==> src/rtl/bus_pkg.sv <==
// Shared definitions for the one-hot bus system: widths, sequencer states,
// the queued request record and the one-hot decode used to drive selects.
package bus_pkg;

  localparam int NUM_BUS_SOURCES = 24;
  localparam int BUS_IDX_W       = 5;
  localparam int BUS_CTRL_W      = 32;

  typedef enum logic [1:0] {
    IDLE,
    DRIVE,
    LOAD
  } seq_state_t;

  typedef struct packed {
    logic [BUS_IDX_W-1:0] src;
    logic [BUS_IDX_W-1:0] dst;
  } xfer_req_t;

  function automatic logic [BUS_CTRL_W-1:0] one_hot(input logic [BUS_IDX_W-1:0] idx);
    return BUS_CTRL_W'(1) << idx;
  endfunction

endpackage

==> src/rtl/seq_req_fifo.sv <==
// Small synchronous FIFO holding pending {src,dst} transfer requests.
// The head entry is visible combinationally on rd_data whenever not empty.
module seq_req_fifo #(
  parameter int DEPTH = 4,
  parameter int W     = 10
) (
  input  logic                     clock,
  input  logic                     reset_n,
  input  logic                     push,
  input  logic                     pop,
  input  logic [W-1:0]             wr_data,
  output logic [W-1:0]             rd_data,
  output logic                     full,
  output logic                     empty,
  output logic [$clog2(DEPTH):0]   count
);

  localparam int PTR_W = $clog2(DEPTH);
  localparam logic [PTR_W:0] FULL_CNT = (PTR_W+1)'(DEPTH);

  logic [W-1:0]     mem [DEPTH];
  logic [PTR_W-1:0] wr_ptr;
  logic [PTR_W-1:0] rd_ptr;

  always_ff @(posedge clock) begin
    if (push) mem[wr_ptr] <= wr_data;
  end

  // Power-of-two depth lets the pointers wrap naturally.
  always_ff @(posedge clock or negedge reset_n) begin
    if (!reset_n) begin
      wr_ptr <= '0;
      rd_ptr <= '0;
      count  <= '0;
    end else begin
      if (push) wr_ptr <= wr_ptr + PTR_W'(1);
      if (pop)  rd_ptr <= rd_ptr + PTR_W'(1);
      if (push && !pop)      count <= count + (PTR_W+1)'(1);
      else if (pop && !push) count <= count - (PTR_W+1)'(1);
    end
  end

  assign rd_data = mem[rd_ptr];
  assign full    = (count == FULL_CNT);
  assign empty   = (count == '0);

endmodule

==> src/rtl/bus_transfer_sequencer.sv <==
// Drives the bus encoder select and destination load enable for queued
// register transfers: select the source, let the bus settle, then load.
module bus_transfer_sequencer
  import bus_pkg::*;
#(
  parameter int NUM_SRC       = NUM_BUS_SOURCES,
  parameter int NUM_DST       = 24,
  parameter int FIFO_DEPTH    = 4,
  parameter int SETTLE_CYCLES = 1
) (
  input  logic                  clock,
  input  logic                  reset_n,
  input  logic                  req_valid,
  output logic                  req_ready,
  input  logic [BUS_IDX_W-1:0]  req_src,
  input  logic [BUS_IDX_W-1:0]  req_dst,
  output logic [BUS_CTRL_W-1:0] bus_sel,
  output logic [BUS_CTRL_W-1:0] ld_en,
  output logic                  busy,
  output logic                  done,
  output logic                  err
);

  localparam int CNT_W = $clog2(FIFO_DEPTH) + 1;
  localparam int SET_W = (SETTLE_CYCLES > 1) ? $clog2(SETTLE_CYCLES) : 1;
  localparam logic [SET_W-1:0]     SETTLE_LAST = SET_W'(SETTLE_CYCLES - 1);
  localparam logic [BUS_IDX_W:0]   SRC_LIM     = (BUS_IDX_W+1)'(NUM_SRC);
  localparam logic [BUS_IDX_W:0]   DST_LIM     = (BUS_IDX_W+1)'(NUM_DST);

  seq_state_t           state;
  logic [SET_W-1:0]     settle_cnt;
  logic [BUS_IDX_W-1:0] dst_q;

  logic       accept;
  logic       req_ok;
  logic       push;
  logic       pop;
  logic       fifo_full;
  logic       fifo_empty;
  logic [CNT_W-1:0] fifo_count;
  xfer_req_t  new_req;
  xfer_req_t  head;

  assign accept  = req_valid && req_ready;
  assign req_ok  = ({1'b0, req_src} < SRC_LIM) && ({1'b0, req_dst} < DST_LIM);
  assign push    = accept && req_ok;
  assign new_req = '{src: req_src, dst: req_dst};

  // Pop only where the FSM can immediately start the next transfer.
  assign pop = !fifo_empty && ((state == IDLE) || (state == LOAD));

  seq_req_fifo #(
    .DEPTH (FIFO_DEPTH),
    .W     ($bits(xfer_req_t))
  ) u_fifo (
    .clock   (clock),
    .reset_n (reset_n),
    .push    (push),
    .pop     (pop),
    .wr_data (new_req),
    .rd_data (head),
    .full    (fifo_full),
    .empty   (fifo_empty),
    .count   (fifo_count)
  );

  assign req_ready = !fifo_full;
  assign busy      = (state != IDLE) || (fifo_count != '0);

  always_ff @(posedge clock or negedge reset_n) begin
    if (!reset_n) begin
      state      <= IDLE;
      settle_cnt <= '0;
      dst_q      <= '0;
      bus_sel    <= '0;
      ld_en      <= '0;
      done       <= 1'b0;
      err        <= 1'b0;
    end else begin
      err   <= accept && !req_ok;
      ld_en <= '0;
      done  <= 1'b0;
      case (state)
        IDLE: begin
          if (pop) begin
            bus_sel    <= one_hot(head.src);
            dst_q      <= head.dst;
            settle_cnt <= '0;
            state      <= DRIVE;
          end
        end
        DRIVE: begin
          if (settle_cnt == SETTLE_LAST) begin
            ld_en <= one_hot(dst_q);
            done  <= 1'b1;
            state <= LOAD;
          end else begin
            settle_cnt <= settle_cnt + SET_W'(1);
          end
        end
        LOAD: begin
          // Chain straight into the next transfer so there is no idle bubble.
          if (pop) begin
            bus_sel    <= one_hot(head.src);
            dst_q      <= head.dst;
            settle_cnt <= '0;
            state      <= DRIVE;
          end else begin
            bus_sel <= '0;
            state   <= IDLE;
          end
        end
        default: state <= IDLE;
      endcase
    end
  end

endmodule

==> config.mk <==
export PLATFORM = sky130hd
export DESIGN_NAME = bus_transfer_sequencer
export DESIGN_NICKNAME = d
export VERILOG_FILES = /design/src/rtl/bus_pkg.sv /design/src/rtl/seq_req_fifo.sv /design/src/rtl/bus_transfer_sequencer.sv
export SDC_FILE = /design/constraint.sdc
export NUM_CORES = 1
export LEC_CHECK = 0
export CORE_MARGIN = 2
export CORE_UTILIZATION = 56
export DETAILED_ROUTE_END_ITERATION = 10
export PLACE_DENSITY_LB_ADDON = 0.08
export SYNTH_ARGS = -nofsm -noshare
export SYNTH_HDL_FRONTEND = slang
export SYNTH_SLANG_ARGS = --single-unit
==> constraint.sdc <==
create_clock -name clock -period 4.94 [get_ports clock]
set_input_delay 0.741 -clock clock [delete_from_list [all_inputs] [get_ports clock]]
set_output_delay 0.741 -clock clock [all_outputs]
set_load 0.05 [all_outputs]
-- Word-level counts from Yosys, hierarchy flattened
Memories as Yosys holds them, arrays and structs flattened.
Index checks and enable logic that the tools add are counted.
- add/subtract/negate cells: 5
- $mul: 0
- divide/modulo/power cells: 0
- order comparisons: 2
- eq/ne operators: 6
- shifts and indexed selects: 2
- muxes and demuxes: 18
- bitwise logic cells: 0
- reduce and logical (&&, ||, !) cells: 26
- operators by type and width (cell ; count):
    $mux W32 ; 4
    $pmux W32 S2 ; 1
    $shl A1 B5 Y32 const A ; 2
    $lt A5 B5 Y1 const B ; 2
    $reduce_and A2 Y1 ; 4
    $reduce_bool A2 Y1 ; 4
    $logic_and A1 B1 Y1 ; 7
    $mux W1 ; 7
    $mux W3 ; 2
    $pmux W2 S3 ; 1
    $logic_not A1 Y1 ; 5
    $add A2 B1 Y2 const B ; 2
    $mux W2 ; 2
    $ne A2 B1 Y1 const B ; 2
    $add A3 B1 Y3 const B ; 1
    $eq A3 B3 Y1 const B ; 1
    $logic_not A3 Y1 ; 1
    $reduce_bool A3 Y1 ; 1
    $sub A3 B1 Y3 const B ; 1
    $eq A2 B1 Y1 const B ; 1
    $eq A2 B2 Y1 const B ; 1
    $logic_not A2 Y1 ; 1
    $logic_or A1 B1 Y1 ; 2
    $ne A2 B2 Y1 const B ; 1
    3 further kinds ; 3
- bits in registers: 81
- bits in latches: 0
- memory bits (writable): 40
- ROM bits: 0
- input port bits: 13
- output and inout port bits: 68
- word-level logic and storage cells: 70
- memories: 1
- memory list (name ; words ; width ; rd ports ; clocked after Yosys merged registers in ; wr ports ; line ; text):
    u_fifo.mem ; 4 ; 10 ; 1 ; 0 ; 1 ; seq_req_fifo.sv:21 ; logic [W-1:0] mem [DEPTH];

-- Depth between registers and ports, before layout
Gate-level depths: netlist of run 1.
- word-level depth: 8
- mapped depth: 9
- gate-level depth less buffers: 9

-- By module
Synthesis of run 1 repeated with hierarchy kept, for this count alone.
- cell total of the unflattened synthesis: 288
- area, all modules: 4471.8 um^2
- modules (own cells, without submodules) (module ; instances ; cells each ; area each (um^2) ; sequential area each (um^2)):
    bus_transfer_sequencer ; 1 ; 202 ; 2631.3 ; 1826.8
    seq_req_fifo ; 1 ; 86 ; 1840.5 ; 1376.3

-- Worst setup path after synthesis of run 1
No wires, ideal clock.
- kind: reg2reg
- start point: register u_fifo.count[0]
- end point: register u_fifo.count[1]
- setup time: 0.125 ns
- data arrival time: 2.399 ns
- required time: 4.815 ns
- slack: 2.417 ns
- stages on the path, launching flop included: 8
- buffers on the path: 1
- clock period less this slack: 2.523 ns
- path through: dfrtp_1 > or3b_1 > and3_1 > clkbuf_1 > ha_1 > inv_1 > fa_1 > mux2_2
- cells in the longest elaborated chain, start to end: 7
- elaborated cells between the ends (all ways): 16
- classes of those cells: 2 x add/sub; 1 x eq/ne; 2 x mux; 11 x reduce/logical
- RTL lines (what ; line ; text):
    from (decl) ; seq_req_fifo.sv:15 ; output logic [$clog2(DEPTH):0] count
    from (signal assigned) ; seq_req_fifo.sv:38 ; if (push && !pop) count <= count + (PTR_W+1)'(1);
    from (signal assigned) ; seq_req_fifo.sv:39 ; else if (pop && !push) count <= count - (PTR_W+1)'(1);
    $eq A3 B3 Y1 (*) ; seq_req_fifo.sv:44 ; assign full = (count == FULL_CNT);
    $logic_not A1 Y1 (*) ; bus_transfer_sequencer.sv:67 ; assign req_ready = !fifo_full;
    via req_ready ; bus_transfer_sequencer.sv:14 ; output logic req_ready,
    $logic_and A1 B1 Y1 (*) ; bus_transfer_sequencer.sv:44 ; assign accept = req_valid && req_ready;
    $logic_and A1 B1 Y1 (*) ; bus_transfer_sequencer.sv:46 ; assign push = accept && req_ok;
    via push ; bus_transfer_sequencer.sv:36 ; logic push;
    $logic_not A1 Y1 ; seq_req_fifo.sv:39 ;
    $logic_and A1 B1 Y1 ; seq_req_fifo.sv:39 ;
    $reduce_bool A2 Y1 (no line) ; - ;
The timed path passes the listed nets; every way through them passes the cells marked *. The select of a mux whose other input is x is not followed.
A chain may end at the register's enable or synchronous reset.

-- Worst setup path after layout of run 1
- start point: register state[0]
- end point: output busy
- cells in the longest elaborated chain, start to end: 2
- RTL lines (what ; line ; text):
    from (decl) ; bus_transfer_sequencer.sv:30 ; seq_state_t state;
    from (signal assigned) ; bus_transfer_sequencer.sv:72 ; state <= IDLE;
    from (signal assigned) ; bus_transfer_sequencer.sv:89 ; state <= DRIVE;
    from (signal assigned) ; bus_transfer_sequencer.sv:96 ; state <= LOAD;
    $reduce_bool A2 Y1 ; bus_transfer_sequencer.sv:68 ; assign busy = (state != IDLE) || (fifo_count != '0);
    $logic_or A1 B1 Y1 ; bus_transfer_sequencer.sv:68 ;
    to (decl) ; bus_transfer_sequencer.sv:19 ; output logic busy,
No other way between the ends.

==> results of run 1 <==
## layer usage
| layer | share of wire | up-vias | global-route usage |
|---|---|---|---|
| met4 | 0.015 | 0 | 0.0930 |
| met2 | 0.51 | 116 | 0.366 |
| met1 | 0.42 | 1446 | 0.309 |
| li1 | - | 1297 | - |
| met5 | 0 | - | 0 |
| met3 | 0.055 | 17 | 0.0458 |
## critical path, stage by stage (launching register included)
cell and delay, ps:
dfrtp_1 1020, inv_1 250, nand2_1 120, clkdlybuf4s50_1 800
## how the worst max path moves through the flow
stage | to | cells past startpoint
finish | busy | 3
global route | busy | 3
CTS | busy | 3
detailed placement | u_fifo.count[2] | 9
global placement | u_fifo.count[2] | 9
floorplan | u_fifo.count[1] | 7
## logic make-up after synthesis
family	Yosys count
adders and majority gates	6
DFF	120
buffers and inverters	27
AOI/OAI and AO/OA	65
and+or+nand+nor	76
xor gates and xnor gates	6
muxes	17
## power groups by stage
| stage | clock network, mW | logic [mW] | registers (mW) |
|---|---|---|---|
| 3_3_place_gp | 0 | 1.30 | 1.43 |
| 4_1_cts | 1.34 | 1.35 | 1.43 |
| 2_1_floorplan | 0 | 0.749 | 1.65 |
| 3_5_place_dp | 0 | 1.33 | 1.45 |
| 5_1_grt | 1.39 | 1.43 | 1.46 |
| 6_report | 1.33 | 1.35 | 1.43 |
## registers in the layout (all words and copies together) (netlist names)
signal	cells
state	2
u_fifo.count	3
dst_q	5
u_fifo.wr_ptr	2
u_fifo.rd_ptr	2
bus_sel	32
ld_en	32
u_fifo.mem	40
err	1
done	1
## Yosys cell counts (all sizes together) (3+ instances only)
library cell	number	area, um^2
nand2b	6	37.5
o31ai	32	340
nor2	38	143
clkbuf	12	45.0
or2	3	18.8
edfxtp	40	1200
nand3	4	20.0
buf	10	77.6
inv	5	18.8
mux4	10	229
nand2	11	41.3
xor2	3	26.3
o21ai	32	160
and2	4	25.0
dfrtp	80	2000
xnor2	3	26.3
ha	5	62.6
mux2	7	78.8
## stage by stage
| stage | hold WS [ps] | std cells |
|---|---|---|
| finish | 391 | 513 |
| global route | 485 | 513 |
| CTS | 429 | 513 |
| detailed placement | 502 | 481 |
| global placement | 495 | 481 |
| floorplan | 445 | 317 |
## layout make-up
| cell class | instances | area [um^2] |
|---|---|---|
| clock buffers | 20 | 467 |
| clock inverters | 12 | 183 |
| fillers | 515 | 2020 |
| inverters | 5 | 18.8 |
| multi-input cells | 170 | 1310 |
| flip-flops and latches | 120 | 3200 |
| well taps | 105 | 131 |
| repair buffers | 81 | 806 |
==> results.tsv, run 1 <==
metric	value	unit
vias_per_cell	5.61	
post_cts_resized	0	
initial_core_util	0.571	
nets	414	
switching_power	1.56	mW
first_pass_iters	4	
post_cts_buffers	0	
finalSetupTns	0	ps
cp-start-kind	register	
drc	0	
syn_to_final_growth	31.6	%
synth_simple_gate_area_frac	0.0759	
dieArea	0.00904	mm^2
postCtsHoldBufs	0	
worst_r2r_endpoint	u_fifo.count[1]	
gr-usage-all-layers	0.228	
r2r-start	state[0]	
rows	33	
drtAntennaViolNets	0	
grt_max_degree	81	
post_route_cells_drive_above_1_share	0.174	
synth_cell_types	34	
switching_share	0.379	
fp.dieW	95.1	um
maxCapViolations	0	
hp-class	input pin to asynchronous set/reset pin	
antenna_found_initial	0	
r2r_slack	2100	ps
cts_tree	done	
clkSinkCount	120	
finalWorstSetupSlack	1510	ps
worstPathArrival	2690	ps
syn_nets	336	
crit_start	state[0]	
peakVddDrop	0.389	mV
period_share	0.695	
yosysSeqAreaShare	0.689	
max_freq	291	MHz
pin_count	81	
max-slew-margin-rel	0.313	
cp_max_fo	37	
vias	2876	
fin_util	0.752	
synth_cells	317	
p_seq_frac	0.349	
cell_internal_pwr	2.55	mW
synthAdderAreaFrac	0.0178	
grt_pass1_vias	2837	
place_congestion	0.749	
status	finished clean	
core_area	0.00813	mm^2
power-per-cell-area	671	mW/mm^2
yosysWarnings	0	
layout_commonest_cell	dfrtp_1	
wl	9.62	mm
worst_pin_slew	1030	ps
layout_common_cells	dfrtp_1 (80), clkdlybuf4s50_1 (79), edfxtp_1 (40)	
synth_flop_cell	dfrtp_1	
synth_edf_count	40	
overflow	0	
clkTransAtPathRegs	60	ps
syn_avg_cell_area	14.7	um^2
skew	6.04	ps
fin_area	0.00612	mm^2
ys_ff_latch	120	
dp_hpwl	5.81	mm
rsz0062_at_grt	no	
syn_area	0.00465	mm^2
async_flop_share	0.667	
crit_type	register to output pin	
r2r_cells	6	
power.leakage	2.47	nW
clkLatencyLatePin	500	ps
place_ws	1920	ps
placement.io_buffers	80	
setup_violations	0	
drv_slew	0	
synth.area.mux_share	0.0662	
synth-xor-area-share	0.0113	
grt_pass1_wl	15.1	mm
synth_top_family_by_area	compound AO/OA/AOI/OAI gates	
endpoint_kind	output pin	
power	4.11	mW
drt_iter0_drc	209	
cts_buffers	17	
period_needed	3430	ps
route.detailed.wl_per_inst	18.7	um
pwr-share-comb	0.328	
htree_levels	4	
synth_compound_area_frac	0.109	
fp.dieH	95.1	um
root_buffer	clkbuf_8	
cp.required	4200	ps
finalHoldViolations	0	
n_antenna_cell	0	
clkPwrFrac	0.324	
dpl-instance-area	0.00547	mm^2
clockBufferDepth	2	
Power figures use the tool's default switching activity.
==> run 2, diff against run 1 <==
- CORE_UTILIZATION: 56 -> 47
- clock period: 4.94 -> 2.9 ns (I/O delays scaled with it)
==> run 2 against run 1 <==
  * Clock skew rose by 2.0 ps
  * Via count is 1.0% lower
  * Routed wire length is 1.3% lower
  * Non-clock buffer count is 6 higher
  * Clock power grew 65%
  * Combinational power increased by 81%
  * Total power is 69% higher
  * Global-route usage is 3.6 points lower
  * Count of clock-buffer cells in the layout did not move
  * Sequential power rose by 62%
==> results.tsv, run 2 (synthesis results as in run 1) <==
metric	value	unit	change
antenna_found_initial	0		unchanged
post_route_cells_drive_above_1_share	0.186		+0.0120
crit_type	register to output pin		
wl	9.49	mm	-1.3%
fin_hold_ws	97.9	ps	-293 ps
top_register	u_fifo.mem		
max_freq	386	MHz	
core_area	0.00968	mm^2	+19%
post_cts_buffers	0		unchanged
grt_pass1_wl	15.1	mm	-0.32%
dp_hpwl	5.94	mm	+2.2%
placement.io_buffers	80		unchanged
cp-start-kind	register		
htree_levels	4		unchanged
period_needed	2590	ps	
setup_violations	0		unchanged
rsz0062_at_grt	no		
vias	2847		-1.0%
maxCapViolations	0		unchanged
first_pass_iters	4		unchanged
finalSetupTns	0	ps	unchanged
clockBufferDepth	2		unchanged
n_antenna_cell	0		unchanged
rows	36		+9.1%
cp_max_fo	6		-84%
max-slew-margin-rel	0.330		+0.0168
fp.dieW	103	um	+8.8%
finalHoldViolations	0		unchanged
crit_path_top_delay_cell	clkdlybuf4s50_1		
power-per-cell-area	1120	mW/mm^2	+67%
status	finished clean		
peakVddDrop	0.497	mV	+28%
route.detailed.wl_per_inst	17.3	um	-7.5%
crit_chain	or3b_1, clkdlybuf4s50_1		
clkTransAtPathRegs	60	ps	about the same
cts_tree	done		
grt_pass1_vias	2896		+2.1%
drtAntennaViolNets	0		unchanged
drc	0		unchanged
r2r_slack	610	ps	-1490 ps
largest_reg_flops	40		unchanged
hp-class	input pin to asynchronous set/reset pin		
initial_core_util	0.480		-0.0915
period_share	0.892		
syn_to_final_growth	33.1	%	
fp.dieH	103	um	+8.8%
pin_count	81		unchanged
cts_buffers	17		unchanged
layout_commonest_cell	dfrtp_1		
postCtsHoldBufs	0		unchanged
grt_max_degree	81		unchanged
cp.required	2470	ps	-1730 ps
drv_slew	0		unchanged
place_congestion	0.727		-3.0%
layout_common_cells	dfrtp_1 (80), clkdlybuf4s50_1 (79), edfxtp_1 (40)		
power.leakage	2.49	nW	+0.75%
overflow	0		unchanged
post_cts_resized	0		unchanged
worst_pin_slew	1010	ps	-25.2 ps
skew	8.00	ps	+1.96 ps
clkSinkCount	120		unchanged
worstPathArrival	2150	ps	-540 ps
vias_per_cell	5.20		-7.2%
drt_iter0_drc	91		-56%
reg_top3	u_fifo.mem x40, bus_sel x32, ld_en x32		
dieArea	0.0107	mm^2	+18%
endpoint_kind	output pin		
nets	420		+1.4%
slowest_delay	730	ps	-290 ps
root_buffer	clkbuf_8		
clkLatencyLatePin	500	ps	about the same
gr-usage-all-layers	0.192		-0.0362
[run 2: changes by cell type in the layout (fill, tap and decap cells not counted)]
cell / before / now
bufinv_16: 4 / 3
clkinv_4: 0 / 2
buf_4: 2 / 8
clkbuf_16: 17 / 18
clkbuf_8: 3 / 2
clkinv_2: 0 / 1
inv_6: 4 / 2
inv_4: 2 / 1
clkinvlp_4: 2 / 3
[run 2: path summary, 6_finish.rpt]
check | from | depth (start not counted) | end
worst min-delay path | reset_n | 1 | bus_sel[4]
max in group asynchronous | reset_n | 1 | u_fifo.rd_ptr[1]
worst max-delay path | u_fifo.count[0] | 2 | req_ready
worst min register to register | bus_sel[29] | 2 | bus_sel[29]
worst max register to register | u_fifo.count[0] | 7 | u_fifo.count[1]
min in group clock | req_valid | 3 | err
[run 2: per-layer routing]
metal  wire [um]  global-route usage  vias up
met2        4690               0.303       91
met1        4220               0.254     1435
met5           0                   0        -
li1            -                   -     1311
met3         464              0.0517       10
met4         114              0.0810        0
[run 2: area by class of cell]
cell class / count / area [um^2]
Tap cell: 133 / 166
Sequential cell: 120 / 3200
Timing Repair Buffer: 87 / 851
Clock buffer: 20 / 478
Clock inverter: 12 / 159
Multi-Input combinational cell: 170 / 1310
Inverter: 5 / 18.8
Fill cell: 749 / 3500
[run 2: where the power goes]
group          internal, mW  switching (mW)  leakage (nW)
clock                  1.44           0.750         0.305
sequential             2.09           0.218          1.44
combinational         0.798            1.65         0.742
[run 2: through the flow]
step	setup slack [ps]	instances	utilization	cell area, um^2	power, mW
floorplan	377	317	-	4650	4.09
global placement	445	515	0.573	5550	4.75
detailed placement	341	515	0.573	5550	4.79
CTS	270	547	0.639	6190	7.00
global route	225	547	0.639	6190	7.29
finish	312	547	0.639	6190	6.95
[run 2: critical path, delay by kind of cell, from the launching register on]
family        cells  cell delay (ps)
buf+inv           1              730
flops             1              460
simple gates      1              470
